`config.mk`:
```
export PLATFORM = sky130hd
export DESIGN_NAME = sram_byte_queue
export DESIGN_NICKNAME = d
export VERILOG_FILES = /design/src/rtl/sram_byte_queue.sv
export SDC_FILE = /design/constraint.sdc
export NUM_CORES = 1
export LEC_CHECK = 0
export ABC_AREA = 1
export BUFFER_PORTS_ARGS = -buffer_cell sky130_fd_sc_hd__buf_4
export CAP_MARGIN = 20
export CORE_ASPECT_RATIO = 0.5
export CORE_UTILIZATION = 50
export CTS_BUF_LIST = sky130_fd_sc_hd__clkbuf_4 sky130_fd_sc_hd__clkbuf_8
export DETAILED_ROUTE_END_ITERATION = 8
export GPL_TIMING_DRIVEN = 0
export PLACE_DENSITY = 0.7
export SLEW_MARGIN = 10
export SYNTH_ARGS = -nofsm -noshare
export SYNTH_HDL_FRONTEND = slang
export SYNTH_SLANG_ARGS = --single-unit
```
`constraint.sdc`:
```
create_clock -name clk -period 3.6 [get_ports clk]
set_input_delay 0.72 -clock clk [delete_from_list [all_inputs] [get_ports clk]]
set_output_delay 0.72 -clock clk [all_outputs]
set_load 0.01 [all_outputs]
```
`src/rtl/sram_byte_queue.sv`:
```
// Byte FIFO backed by an external 16-bit SRAM through a req/ready port, with an input skid FIFO.
// Optional drop counter output ovf_cnt is built when SRAM_QUEUE_OVF_CNT_EN is defined.
module sram_byte_queue #(
    parameter int ADDR_W    = 18,
    parameter int SKID_LOG2 = 2,
    parameter int AFULL_LVL = (1 << (ADDR_W + 1)) - 64
) (
    input  logic              clk,
    input  logic              reset_,
    input  logic [7:0]        in_data,
    input  logic              in_vld,
    output logic              overflow,
    output logic              afull,
    output logic [ADDR_W+1:0] level,
    output logic              sram_req,
    input  logic              sram_ready,
    output logic              sram_rd,
    output logic [ADDR_W-1:0] sram_addr,
    output logic [1:0]        sram_be,
    output logic [15:0]       sram_wr_data,
    input  logic              sram_rd_data_vld,
    input  logic [15:0]       sram_rd_data,
    output logic [7:0]        out_data,
    output logic              out_en,
    input  logic              out_ack
`ifdef SRAM_QUEUE_OVF_CNT_EN
    ,
    output logic [15:0]       ovf_cnt
`endif
);

    localparam int                SKID_D    = 1 << SKID_LOG2;
    localparam logic [ADDR_W+1:0] CAP_V     = {1'b1, {(ADDR_W + 1){1'b0}}};
    localparam logic [ADDR_W+1:0] AFULL_V   = (ADDR_W + 2)'(AFULL_LVL);
    localparam logic [SKID_LOG2:0] SKID_FULL = {1'b1, {SKID_LOG2{1'b0}}};

    typedef enum logic [1:0] {IDLE, WR_REQ, RD_REQ, RD_WAIT} state_t;

    state_t               state;
    logic [7:0]           skid_mem [SKID_D];
    logic [SKID_LOG2-1:0] skid_wr_idx;
    logic [SKID_LOG2-1:0] skid_rd_idx;
    logic [SKID_LOG2:0]   skid_cnt;
    logic [ADDR_W:0]      wr_ptr;
    logic [ADDR_W:0]      rd_ptr;
    logic [ADDR_W+1:0]    sram_cnt;
    logic                 last_grant_rd;
    logic                 rd_lane;

    logic                 skid_push;
    logic                 skid_pop;
    logic                 rd_accept;
    logic                 wr_pend;
    logic                 rd_pend;
    logic [SKID_LOG2:0]   skid_cnt_nxt;
    logic [ADDR_W+1:0]    sram_cnt_nxt;
    logic [ADDR_W+1:0]    level_nxt;

    // NOTE: combinational logic uses blocking '=' with a default assigned first, so no latch is
    // inferred; every clocked register below uses '<='.
    always_comb begin
        skid_push = in_vld && (skid_cnt != SKID_FULL);
        skid_pop  = (state == WR_REQ) && sram_ready;
        rd_accept = (state == RD_REQ) && sram_ready;
        wr_pend   = (skid_cnt != '0) && (sram_cnt != CAP_V);
        rd_pend   = (sram_cnt != '0) && (!out_en || out_ack);

        skid_cnt_nxt = skid_cnt;
        if (skid_push && !skid_pop) begin
            skid_cnt_nxt = skid_cnt + (SKID_LOG2 + 1)'(1);
        end else if (!skid_push && skid_pop) begin
            skid_cnt_nxt = skid_cnt - (SKID_LOG2 + 1)'(1);
        end

        // Read count drops at acceptance so level never includes a byte already in flight.
        sram_cnt_nxt = sram_cnt;
        if (skid_pop) begin
            sram_cnt_nxt = sram_cnt + (ADDR_W + 2)'(1);
        end else if (rd_accept) begin
            sram_cnt_nxt = sram_cnt - (ADDR_W + 2)'(1);
        end

        level_nxt = sram_cnt_nxt + (ADDR_W + 2)'(skid_cnt_nxt);
    end

    // NOTE: the skid storage is deliberately not reset; skid_cnt alone says which entries are valid.
    always_ff @(posedge clk) begin
        if (skid_push) begin
            skid_mem[skid_wr_idx] <= in_data;
        end
    end

    always_ff @(posedge clk or negedge reset_) begin
        if (!reset_) begin
            state         <= IDLE;
            skid_wr_idx   <= '0;
            skid_rd_idx   <= '0;
            skid_cnt      <= '0;
            wr_ptr        <= '0;
            rd_ptr        <= '0;
            sram_cnt      <= '0;
            level         <= '0;
            afull         <= 1'b0;
            overflow      <= 1'b0;
            last_grant_rd <= 1'b1;
            rd_lane       <= 1'b0;
            sram_req      <= 1'b0;
            sram_rd       <= 1'b0;
            sram_addr     <= '0;
            sram_be       <= '0;
            sram_wr_data  <= '0;
            out_data      <= '0;
            out_en        <= 1'b0;
        end else begin
            if (skid_push) begin
                skid_wr_idx <= skid_wr_idx + SKID_LOG2'(1);
            end else if (in_vld) begin
                overflow <= 1'b1;
            end
            if (skid_pop) begin
                skid_rd_idx <= skid_rd_idx + SKID_LOG2'(1);
            end
            skid_cnt <= skid_cnt_nxt;
            sram_cnt <= sram_cnt_nxt;
            level    <= level_nxt;
            afull    <= (level_nxt >= AFULL_V);

            if (out_en && out_ack) begin
                out_en <= 1'b0;
            end

            case (state)
                IDLE: begin
                    // Round robin when both sides want the SRAM; otherwise serve whichever does.
                    if (wr_pend && (!rd_pend || last_grant_rd)) begin
                        state         <= WR_REQ;
                        last_grant_rd <= 1'b0;
                        sram_req      <= 1'b1;
                        sram_rd       <= 1'b0;
                        sram_addr     <= wr_ptr[ADDR_W:1];
                        sram_be       <= wr_ptr[0] ? 2'b10 : 2'b01;
                        sram_wr_data  <= {2{skid_mem[skid_rd_idx]}};
                    end else if (rd_pend) begin
                        state         <= RD_REQ;
                        last_grant_rd <= 1'b1;
                        sram_req      <= 1'b1;
                        sram_rd       <= 1'b1;
                        sram_addr     <= rd_ptr[ADDR_W:1];
                        sram_be       <= 2'b11;
                    end
                end
                WR_REQ: begin
                    if (sram_ready) begin
                        sram_req <= 1'b0;
                        wr_ptr   <= wr_ptr + (ADDR_W + 1)'(1);
                        state    <= IDLE;
                    end
                end
                RD_REQ: begin
                    if (sram_ready) begin
                        sram_req <= 1'b0;
                        rd_lane  <= rd_ptr[0];
                        rd_ptr   <= rd_ptr + (ADDR_W + 1)'(1);
                        state    <= RD_WAIT;
                    end
                end
                RD_WAIT: begin
                    if (sram_rd_data_vld) begin
                        out_data <= rd_lane ? sram_rd_data[15:8] : sram_rd_data[7:0];
                        out_en   <= 1'b1;
                        state    <= IDLE;
                    end
                end
                default: state <= IDLE;
            endcase
        end
    end

`ifdef SRAM_QUEUE_OVF_CNT_EN
    always_ff @(posedge clk or negedge reset_) begin
        if (!reset_) begin
            ovf_cnt <= '0;
        end else if (in_vld && !skid_push && (ovf_cnt != 16'hFFFF)) begin
            ovf_cnt <= ovf_cnt + 16'd1;
        end
    end
`endif

endmodule

```
==> impl_results.md <==
- Worst setup path category: flip-flop to flip-flop
- CP startpoint: state[0]
- Post-synth EDFFs: 32
- Max VDD drop: 0.3560 mV
- Critical path peak fanout: 4
- Io pins: between 90 and 100
- Final WL: 17570 um
- Root Driver: clkbuf_8
- Worst Tran Pin Value: 0.7729 ns
- #FFs+latches synth: 162
- Slowest cell on the critical path: dfrtp_1
- Cell Count Post-Placement: 1248
- Antenna violations before repair: 0
- Crit-path max cell delay: 0.44 ns
- FFs w/ async S/R, synth: 0.8025
- Top post-synthesis cells by area: dfrtp_1, edfxtp_1, nand2_1
- Setup Skew: 0.01733 ns
- Fin area: 9696 um^2
- Die area: between 15000 and 20000 um^2
- RR Startpoint: state[0]
- ANT cells: 0
- Placement Cell Area: 9204 um^2
- Syn Area/Cell: slightly below 9 um^2
- Die H: 92.34 um
- Power per cell area: 807.2 nW/um^2
- Cells after synthesis: just over 900
- Die W: 182.7 um
- MaxCap Viol Count: 0
- CTS tree: yes
- Final period util: 0.9234
- Synthesized Nets: 979
- Vias per cell: roughly 5.1
- IO Port Bufs: 98
- Final min period: 3.324 ns
- Hold buffers post-CTS: 0
- GRT Util Overall: 0.2196
- Residual DRC: 0
- Largest net degree at the start of global routing: 73
- Main synth FF type: dfrtp_1
- Dpl hpwl: 12780 um
- Reg2reg setup slack: about 0.28 ns
- Initial DRT Pass Iterations: 5
- CTS Buf Count: 17
- Reg2reg end: afull
- Sequential area share after synthesis: 0.5166
- Most used cell, CP: inv_1
- First-pass GRT wire length: between 20000 and 30000 um
- Worst-path cell chain: inv_1 > ha_1 > nand3_1 > o21ai_0 > xor2_1 > ha_1 > inv_1 > nor2_1 > nor2_1 > inv_1 > nand3_4 > nor2_4 > nand2_2 > inv_2 > nand2_1 > inv_1 > nand4_1 > xor2_1 > nand2_1
- Skew-Pair Late Insertion Delay: 0.47 ns
- Static leakage: 4.721 nW
- Worst Reg-to-Reg Cells: 19
- CP Capture Type: flip-flop
- CTS max path bufs: 2
- Crit path DAT: 3.67 ns
- Data required, critical path: around 4 ns
- Worst-path clk slew: about 0.090 ns
- Synth Cell Area: 8160 um^2
- Routed Antenna Nets: 0
- Relative slew slack: 0.4829
- Final cell count without fillers: roughly 1300
- Via Count: 6484
- CP endpoint: afull
- Final Slew Violations: 0
- Layout cells sized above 1: 0.2006
- Sink Count: between 150 and 200
- Most frequent cell after synthesis: nand2_1
- Commonest cells in the netlist: nand2_1, dfrtp_1, inv_1
- Dominant cell type by area after synthesis: dfrtp_1
- Final hold vios: 0
- Initial Util: 0.5213
- Area grow syn2layout: 18.81%
- DRT iter0 DRCs: 391
- Number of global-route vias before repair: roughly 6000
- Min Hold Slack: 0.2747 ns
- GP Congestion: 0.8691
- Critical path launch point type: flip-flop
- TNS Setup: 0 ns
- Row count: 32
- Library cells used by synthesis: 51
- Final setup viols: 0
- RSZ-0062 raised after global routing: no
- YS warnings: 0
- HP Class: input port to asynchronous set/reset pin
- Final #Nets: 1100
- Core Region: 15660 um^2
- Status: complete, no violations
- Post-synth top area share: 0.3956
- Final Power: 7.826 mW
- Wire length per cell: 13.70 um
- Max Freq: 300.8 MHz
- H-Tree Depth: 4
- Grt ovf: 0
cell usage in the layout, fill, tap and decap left out, types with 7 or more instances in the layout:
cell      Yosys  final
nand3_1      59     59
a21oi_1      28     28
nand2_2       9     10
inv_1       104    103
a32o_1        8      8
nor2_1       88     87
xnor2_1      12     12
a31oi_1      19     19
buf_4        10    111
o21ai_0      25     23
xor2_1       35     33
dfrtp_1     129    129
inv_2         6      7
nand2_1     245    244
nand4_1      19     19
nor2_2       11      9
clkbuf_8      0     18
edfxtp_1     32     32
ha_1         20     18
logic make-up (layout without fill, tap and decap cells):
family / count (synthesis) / after routing / share of synthesized area
fa+ha+maj: 21 / 21 / 0.03312
xor+xnor: 47 / 47 / 0.05044
simple gates: 461 / 461 / 0.2527
flops: 162 / 162 / 0.5166
buf+inv: 139 / 273 / 0.07237
compound gates: 98 / 98 / 0.07482
worst min-delay path by stage:
stage | start | end | depth (start not counted)
after global placement | overflow | overflow | 1
after detailed placement | overflow | overflow | 1
after CTS | reset_ | level[5] | 1
after global routing | reset_ | level[2] | 1
final | reset_ | sram_cnt[18] | 1
after floorplan | reset_ | afull | 0
metrics by stage:
stage,worst slack (ns),util
after floorplan,0.4312,-
final,0.2759,0.6193
after global routing,0.03225,0.6193
after global placement,-0.3101,0.5859
after detailed placement,-0.3189,0.5879
after CTS,0.02090,0.6149
critical path: cells and delay by family, from the launching register on:
kind | cells | cell delay, ns
AOI/OAI and AO/OA | 1 | 0.35
xor gates and xnor gates | 2 | 0.35
DFF | 1 | 0.44
adders and majority gates | 2 | 0.62
and+or+nand+nor | 9 | 0.98
buffers and inverters | 5 | 0.47
power breakdown:
part	internal (mW)	switching, mW
Sequential	2.49	0.417
Combinational	1.43	2.14
Clock	0.590	0.748
flip-flops by register name (all words and copies together), names as in the netlist:
| name | count |
|---|---|
| rd_lane | 1 |
| wr_ptr | 19 |
| skid_mem | 32 |
| out_en | 1 |
| sram_req | 1 |
| level | 20 |
| skid_rd_idx | 2 |
| sram_wr_data | 8 |
| overflow | 1 |
| sram_addr | 18 |
| rd_ptr | 19 |
| sram_rd | 1 |
| skid_wr_idx | 2 |
| out_data | 8 |
| sram_cnt | 20 |
| state | 2 |
| last_grant_rd | 1 |
| afull | 1 |
| sram_be | 2 |
| skid_cnt | 3 |
timing repair:
action / in CTS / in global routing
gates resized for setup: 3 / 16
pin swaps: 1 / 1
endpoints found under the setup margin: 2 / 6
setup buffers: 3 / 0
cell type report:
type	count	area, um^2
sequential	162	4215
clock inverter	14	145.1
inverter	113	426.7
multi-input combinational	627	3426
buffer	26	168.9
clock buffer	18	247.7
timing repair buffer	102	789.5
fill	1342	5959
tap	221	276.5
metal layers:
layer / vias up / share of wire / GRT usage
li1: 3234 / - / -
met1: 3093 / 0.48 / 0.3016
met2: 137 / 0.47 / 0.3566
met3: 20 / 0.042 / 0.03854
met4: 0 / 0.012 / 0.07073
met5: - / 0 / 0
No activity file was read; power rests on OpenSTA's default activity.
